[config.mk]
export PLATFORM = sky130hd
export DESIGN_NAME = booth_arbiter
export DESIGN_NICKNAME = d
export VERILOG_FILES = /design/src/rtl/booth_arbiter.sv
export SDC_FILE = /design/constraint.sdc
export NUM_CORES = 1
export LEC_CHECK = 0
export CAP_MARGIN = 40
export CELL_PAD_IN_SITES_DETAIL_PLACEMENT = 1
export CELL_PAD_IN_SITES_GLOBAL_PLACEMENT = 1
export CORE_AREA = 2 2 185 187
export DETAILED_ROUTE_END_ITERATION = 10
export DIE_AREA = 0 0 187 189
export PLACE_DENSITY_LB_ADDON = 0.1
export SLEW_MARGIN = 20
export SYNTH_ARGS = -nofsm -noshare
export SYNTH_HDL_FRONTEND = slang
export SYNTH_SLANG_ARGS = --single-unit
[constraint.sdc]
create_clock -name clk -period 2.2 [get_ports clk]
set_input_delay 0.44 -clock clk [delete_from_list [all_inputs] [get_ports clk]]
set_output_delay 0.44 -clock clk [all_outputs]
set_load 0.01 [all_outputs]
[src/rtl/booth_arbiter.sv]
// Round-robin arbiter sharing one external Booth multiplier among NREQ requesters.
// Optional WAIT watchdog is compiled in with BOOTH_ARB_TIMEOUT_EN.
module booth_arbiter #(
  parameter int NREQ      = 4,
  parameter int X         = 32,
  parameter int Y         = 32,
  parameter int TO_CYCLES = 64,
  localparam int GW       = (NREQ > 1) ? $clog2(NREQ) : 1
) (
  input  logic                clk,
  input  logic                reset_n,
  input  logic [NREQ-1:0]     req_valid,
  output logic [NREQ-1:0]     req_ready,
  input  logic [NREQ*X-1:0]   req_multiplicand,
  input  logic [NREQ*Y-1:0]   req_multiplier,
  output logic [NREQ-1:0]     rsp_valid,
  input  logic [NREQ-1:0]     rsp_ready,
  output logic [X+Y-1:0]      rsp_product,
  output logic                rsp_error,
  output logic                mul_load,
  output logic [X-1:0]        mul_M,
  output logic [Y-1:0]        mul_Q,
  input  logic                mul_done,
  input  logic [X+Y-1:0]      mul_P,
  output logic                busy,
  output logic [GW-1:0]       grant_id
);

  localparam logic [1:0] S_IDLE = 2'd0;
  localparam logic [1:0] S_LOAD = 2'd1;
  localparam logic [1:0] S_WAIT = 2'd2;
  localparam logic [1:0] S_RESP = 2'd3;

  logic [1:0]     state_q, state_d;
  logic [GW-1:0]  gnt_q, gnt_d;
  logic [GW-1:0]  last_q, last_d;
  logic [X-1:0]   m_q, m_d;
  logic [Y-1:0]   q_q, q_d;
  logic [X+Y-1:0] prod_q, prod_d;
  logic           found;
  logic [GW-1:0]  gsel;
  int             idx;

`ifdef BOOTH_ARB_TIMEOUT_EN
  localparam int CW = $clog2(TO_CYCLES + 1);
  logic [CW-1:0] cnt_q, cnt_d;
  logic          err_q, err_d;
`endif

  // Scan starts one past the last served requester so every requester gets a turn.
  always_comb begin
    found = 1'b0;
    gsel  = '0;
    idx   = 0;
    for (int k = 1; k <= NREQ; k++) begin
      idx = (int'(last_q) + k) % NREQ;
      if (!found && req_valid[GW'(idx)]) begin
        found = 1'b1;
        gsel  = GW'(idx);
      end
    end
  end

  assign req_ready   = (reset_n && state_q == S_IDLE && found) ? (NREQ'(1) << gsel) : '0;
  assign rsp_valid   = (state_q == S_RESP) ? (NREQ'(1) << gnt_q) : '0;
  assign rsp_product = prod_q;
  assign mul_load    = (state_q == S_LOAD);
  assign mul_M       = m_q;
  assign mul_Q       = q_q;
  assign busy        = (state_q != S_IDLE);
  assign grant_id    = gnt_q;
`ifdef BOOTH_ARB_TIMEOUT_EN
  assign rsp_error   = err_q;
`else
  assign rsp_error   = 1'b0;
`endif

  always_comb begin
    state_d = state_q;
    gnt_d   = gnt_q;
    last_d  = last_q;
    m_d     = m_q;
    q_d     = q_q;
    prod_d  = prod_q;
`ifdef BOOTH_ARB_TIMEOUT_EN
    err_d   = err_q;
    cnt_d   = (state_q == S_WAIT) ? cnt_q + 1'b1 : '0;
`endif
    case (state_q)
      S_IDLE: if (found) begin
        gnt_d   = gsel;
        m_d     = req_multiplicand[gsel*X +: X];
        q_d     = req_multiplier[gsel*Y +: Y];
        state_d = S_LOAD;
      end
      S_LOAD: state_d = S_WAIT;
      S_WAIT: begin
        if (mul_done) begin
          prod_d  = mul_P;
`ifdef BOOTH_ARB_TIMEOUT_EN
          err_d   = 1'b0;
`endif
          state_d = S_RESP;
        end
`ifdef BOOTH_ARB_TIMEOUT_EN
        else if (cnt_q == CW'(TO_CYCLES - 1)) begin
          prod_d  = '0;
          err_d   = 1'b1;
          state_d = S_RESP;
        end
`endif
      end
      S_RESP: if (rsp_ready[gnt_q]) begin
        last_d  = gnt_q;
        state_d = S_IDLE;
      end
      default: state_d = S_IDLE;
    endcase
  end

  always_ff @(posedge clk or negedge reset_n) begin
    if (!reset_n) begin
      state_q <= S_IDLE;
      gnt_q   <= '0;
      last_q  <= GW'(NREQ - 1);
      m_q     <= '0;
      q_q     <= '0;
      prod_q  <= '0;
`ifdef BOOTH_ARB_TIMEOUT_EN
      err_q   <= 1'b0;
      cnt_q   <= '0;
`endif
    end else begin
      state_q <= state_d;
      gnt_q   <= gnt_d;
      last_q  <= last_d;
      m_q     <= m_d;
      q_q     <= q_d;
      prod_q  <= prod_d;
`ifdef BOOTH_ARB_TIMEOUT_EN
      err_q   <= err_d;
      cnt_q   <= cnt_d;
`endif
    end
  end

endmodule

==> flow_summary.json, run 1 <==
{
  "postCtsHoldBufs": 0,
  "finalCritPeriodShare_pct": 99.64,
  "crit_slowest_cell": "dfstp_2",
  "synth_top_family_by_area": "compound AO/OA/AOI/OAI gates",
  "max_freq_mhz": 456.2,
  "cts_sinks": 134,
  "antenna_found_initial": 7,
  "setup_tns_ps": 0,
  "via_per_inst": 4.657,
  "cts_inserted_buffers": 17,
  "outcome": "completed",
  "dr.pass1.iters": 4,
  "cts_root_buffer": "clkbuf_16",
  "ys_seq_area_share_pct": 46.68,
  "crit_chain": "buf_6, o21ba_4, o211ai_4, and3_4, buf_6",
  "synth-simple-area-share_pct": 8.441,
  "worstMarginPinSlew_ps": 657.6,
  "grt_max_degree": 101,
  "critPathMaxFanout": 5,
  "drt_iter0_markers": 237,
  "yosys.cell_types.count": 42,
  "rsz0062_at_grt": "true",
  "hp-class": "in2async",
  "critPathKind": "reg2out",
  "clock_path_buffers": 2,
  "finalMaxSlewViolations": 0,
  "detail-route-antenna-nets": 0,
  "critical_path_buf_inv_count": 2,
  "wirelength_um": 36860,
  "final_util_pct": 39.88,
  "critical-path-top-delay-family": "flip-flops",
  "reg2reg_slack_ps": 120,
  "ys_warn_count": 0,
  "synth_ff_type": "dfrtp_1",
  "fp.dieH_um": 189,
  "insertion_delay_ps": 430,
  "end_kind": "output pin",
  "syn_nets": 984,
  "ys_ff_latch": 134,
  "wl_per_cell_um": 23.11,
  "grt_pass1_wl_um": 54360,
  "dr_total_vias": 7428,
  "track_usage_pct": 20.64,
  "coreArea_um2": 33280,
  "h-tree-depth": 4,
  "dp_hpwl_um": 28090,
  "avgSynthCellArea_um2": 11.09,
  "die_w_um": 187,
  "final_hold_viol_count": 0,
  "critPathLaunchType": "flop",
  "clk_pin_slew_ps": 60,
  "fin_crit_ps": 2192,
  "max-slew-margin-rel_pct": 56.16,
  "cp.required_ps": 1760,
  "synth_compound_area_share_pct": 26.68,
  "grt_pass1_vias": 8065,
  "synth_edf_count": 0,
  "nNetsFinal": 1465,
  "initial_core_util_pct": 21.60,
  "syn_to_final_growth_pct": 84.60,
  "slowest_delay_ps": 610,
  "synth_xor_area_share_pct": 0,
  "drc_errors": 0,
  "syn_area_um2": 7189,
  "async_reset_ff_share_pct": 100.0,
  "power.leakage_nw": 5.131,
  "synthCells": 648,
  "muxShareOfSynthArea_pct": 10.95,
  "cts_tree": "built",
  "max-cap-violations": 0,
  "synth_fa_ha_area_share_pct": 0.8702,
  "crit_top_cell": "buf_6",
  "port_buffers": 470,
  "grt-ovfl-total": 0,
  "worstPathArrival_ps": 1750,
  "gp_congestion": 0.7845,
  "vdd_drop_max_mv": 0.5054,
  "setup_viol": 0,
  "dieArea_um2": 35340,
  "drive_gt1_share_pct": 20.32,
  "rows": 67,
  "num_io_pins": 472,
  "skew_ps": 12.00,
  "cellPowerDensity_nw_per_um2": 1274
}
## final cells by class
cell class	count	area, um2
well taps	448	560.5
fillers	3720	20010
diodes	5	12.51
inverters	8	30.03
multi-input cells	441	3451
clock inverters	14	211.5
repair buffers	527	5211
clock buffers	18	439.2
flip-flops and latches	134	3356
## where the power goes
| part | internal [W] | switching, W | leakage [nW] |
|---|---|---|---|
| logic | 0.00484 | 0.00434 | 3.28 |
| clock network | 0.00197 | 0.00130 | 0.316 |
| registers | 0.00376 | 0.000699 | 1.54 |
## layer usage
layer	routed length, um	share of wire [%]	vias up	track usage [%]
li1	-	-	3427	-
met1	15320	42	3659	24.75
met2	18080	49	307	35.26
met3	2815	7.6	31	7.044
met4	618	1.7	4	5.556
met5	24	0.065	-	0
## synthesized netlist by cell type, types with 2 or more instances
library cell	n	area (um2)
a21oi_1	2	10.01
a221oi_1	16	140.1
a221oi_2	49	735.7
a31oi_1	64	400.4
and3_1	4	25.02
buf_2	16	80.08
buf_4	5	37.54
buf_6	19	214.0
clkbuf_1	24	90.09
dfrtp_1	132	3303
dfstp_2	2	52.55
ha_1	5	62.56
inv_1	8	30.03
mux2_2	67	754.5
nand2_1	71	266.5
nor2_1	67	251.5
nor2_2	2	12.51
nor2b_1	3	18.77
o211ai_1	64	480.5
o21a_1	2	15.01
o21ai_0	2	10.01
o21ai_1	3	15.01
o2bb2ai_1	2	17.52
## cell families (layout without fill, tap and decap cells)
| kind of cell | Yosys count | in the layout |
|---|---|---|
| adder cells (fa/ha/maj) | 5 | 5 |
| buffers and inverters | 73 | 567 |
| AND/OR/NAND/NOR | 152 | 152 |
| flip-flops | 134 | 134 |
| other | 1 | 6 |
| AO/OA/AOI/OAI | 214 | 214 |
| multiplexers | 69 | 69 |
## sequential cells by signal, indices dropped and copies added, names as in the netlist
signal and cells:
mul_M 32, mul_Q 32, state_q 2, rsp_product 64
grant_id 2, last_q 2
## final timing paths
path	startpoint	endpoint	cells after the start
worst max register to register	last_q[1]	mul_Q[7]	8
worst min-delay path	reset_n	mul_M[30]	2
worst max-delay path	last_q[1]	req_ready[0]	5
max in group asynchronous	reset_n	mul_M[1]	2
min in group clk	rsp_product[48]	rsp_product[48]	1
worst min register to register	rsp_product[48]	rsp_product[48]	1
## stage by stage
stage / setup WS (ps) / hold WS (ps) / total power (W) / area [um2] / cells
floorplan: 271.7 / 144.4 / 0.008750 / 7189 / 648
global placement: -446.7 / 485.4 / 0.01358 / 12510 / 1550
detailed placement: -465.5 / 492.2 / 0.01377 / 12530 / 1551
CTS: 10.97 / 108.2 / 0.01719 / 13230 / 1589
global route: -50.47 / 128.6 / 0.01800 / 13270 / 1594
finish: 7.902 / 45.26 / 0.01691 / 13270 / 1595
## layout by cell type (no fill, tap or decap), drive strengths merged, types with 2 or more instances in the layout
| cell | n |
|---|---|
| clkdlybuf4s50 | 456 |
| dfrtp | 132 |
| nand2 | 71 |
| nor2 | 69 |
| mux2 | 67 |
| o211ai | 65 |
| a221oi | 65 |
| a31oi | 64 |
| buf | 63 |
| clkbuf | 19 |
| inv | 15 |
| dlygate4sd2 | 7 |
| diode | 5 |
| ha | 5 |
| o21ai | 5 |
| bufinv | 4 |
| and3 | 4 |
| a21oi | 3 |
| nor2b | 3 |
| o2bb2ai | 2 |
| o21a | 2 |
| clkinv | 2 |
| dfstp | 2 |
## repair_timing
action                     4_1_cts  5_1_grt
resized for setup               33       10
setup endpoints to repair        9       25
buffers inserted                 6        1
pin swaps                        3        2
Power figures use the tool's default switching activity.
==> run 2: changes to the inputs <==
Settings changed: SKIP_CTS_REPAIR_TIMING set to 1.
==> run 2 against run 1 <==
  * Fmax grew 0.65%
  * Non-clock buffer count grew 1
  * Via count grew 0.34%
  * Critical path depth is the same
  * Flip-flop and latch count is the same
  * Final area grew 0.12%
  * Die area is the same
  * Register-to-register slack gained 30 ps
  * Clock power is essentially flat
  * Sequential share of layout area is essentially flat
  * Core utilization is essentially flat
  * Wire length is essentially flat
  * Largest cell class unchanged
==> flow_summary.json, run 2 (synthesized netlist as in run 1, its figures left out) <==
{
  "outcome": "completed",
  "cts_inserted_buffers": 17,
  "drt_iter0_markers": 246,
  "finalCritPeriodShare_pct": 99.00,
  "cts_tree": "built",
  "max-cap-violations": 0,
  "cp.required_ps": 1760,
  "grt_pass1_vias": 8022,
  "die_w_um": 187,
  "cts_sinks": 134,
  "internal_power_w": 0.01059,
  "grt-ovfl-total": 0,
  "skew_ps": 12.30,
  "wirelength_um": 36830,
  "pwr-share-clk_pct": 19.3,
  "via_per_inst": 4.670,
  "cellPowerDensity_nw_per_um2": 1274,
  "cts_root_buffer": "clkbuf_16",
  "dp_hpwl_um": 28090,
  "detail-route-antenna-nets": 0,
  "final_util_pct": 39.93,
  "fin_crit_ps": 2178,
  "syn_to_final_growth_pct": 84.82,
  "final_cell_mix": "clkdlybuf4s50_1, dfrtp_1, nand2_1",
  "nNetsFinal": 1466,
  "rows": 67,
  "track_usage_pct": 20.56,
  "grt_pass1_wl_um": 54160,
  "seq_area_um2": 3356,
  "holdWs_ps": 37.13,
  "place_ws_ps": -465.5,
  "clk_pin_slew_ps": 60,
  "antenna_found_initial": 7,
  "dieArea_um2": 35340,
  "reg2reg_slack_ps": 150,
  "fp.dieH_um": 189,
  "drc_errors": 0,
  "critPathKind": "reg2out",
  "wl_per_cell_um": 23.08,
  "p_sw_w": 0.006330,
  "comb_power_share_pct": 54.4,
  "setup_tns_ps": 0,
  "vdd_drop_max_mv": 0.5058,
  "rsz0062_at_grt": "true",
  "clock_path_buffers": 2,
  "p_seq_share_pct": 26.3,
  "power.leakage_nw": 5.196,
  "max-slew-margin-rel_pct": 55.73,
  "initial_core_util_pct": 21.60,
  "netSwitchingFraction_pct": 37.41,
  "h-tree-depth": 4,
  "setup_viol": 0,
  "worstMarginPinSlew_ps": 664.0,
  "final_hold_viol_count": 0,
  "grt_max_degree": 101,
  "insertion_delay_ps": 430,
  "worstPathArrival_ps": 1740,
  "critPathLaunchType": "flop",
  "final_common_cell": "clkdlybuf4s50_1",
  "multi_input_area_um2": 3442,
  "gp_congestion": 0.7845,
  "dr_total_vias": 7453,
  "fillCellCount": 3718,
  "drive_gt1_share_pct": 20.38,
  "fin_ws_ps": 21.99,
  "critPathMaxFanout": 4,
  "max_freq_mhz": 459.1,
  "finalMaxSlewViolations": 0,
  "end_kind": "output pin",
  "coreArea_um2": 33280,
  "port_buffers": 470,
  "p_total_w": 0.01692,
  "num_io_pins": 472,
  "hp-class": "in2async",
  "dr.pass1.iters": 4,
  "largest_reg_flops": 64
}
run 2: cell types whose count changed in the layout (fill, tap and decap cells not counted), sizes merged:
cell	previous run	this run
dlygate4sd2	7	0
dlymetal6s2s	0	7
buf	63	62
clkbuf	19	21
run 2: worst paths after layout:
check,from,end,cells past startpoint
setup / recovery,last_q[1],req_ready[3],5
hold / removal,reset_n,mul_M[30],2
setup reg to reg,last_q[1],mul_M[14],7
hold reg to reg,rsp_product[48],rsp_product[48],1
max in group asynchronous,reset_n,mul_M[1],2
min in group clk,rsp_product[48],rsp_product[48],1
run 2: routing by layer:
| metal | wire length [um] | part of all wire (%) | track usage, % | up-vias |
|---|---|---|---|---|
| met1 | 15280 | 41 | 24.63 | 3669 |
| met5 | 24 | 0.065 | 0 | - |
| li1 | - | - | - | 3436 |
| met3 | 2871 | 7.8 | 7.044 | 31 |
| met4 | 604 | 1.6 | 5.556 | 4 |
| met2 | 18050 | 49 | 35.12 | 313 |
run 2: power groups by stage:
stage | sequential (W) | combinational (W) | clock [W]
6_report | 0.00445 | 0.00920 | 0.00327
5_1_grt | 0.00464 | 0.00989 | 0.00348
4_1_cts | 0.00449 | 0.00925 | 0.00338
3_5_place_dp | 0.00453 | 0.00923 | 0
3_3_place_gp | 0.00447 | 0.00912 | 0
2_1_floorplan | 0.00502 | 0.00373 | 0
run 2: through the flow:
stage          std cells  area [um2]
2_1_floorplan        648        7189
3_3_place_gp        1550       12510
3_5_place_dp        1551       12530
4_1_cts             1583       13180
5_1_grt             1595       13290
6_report            1596       13290
run 2: critical path, stage by stage, from the launching register on:
cell and delay [ps]:
dfstp_2 570, buf_6 120, nor2b_2 30, o21a_2 200
o2111a_1 250, buf_2 140
run 2: area by class of cell:
class,instances,share of cell area [%]
Antenna cell,5,0.09416
Inverter,8,0.2260
Multi-Input combinational cell,441,25.90
Timing Repair Buffer,528,39.41
Clock inverter,14,1.591
Clock buffer,18,3.305
Tap cell,448,4.218
Sequential cell,134,25.25
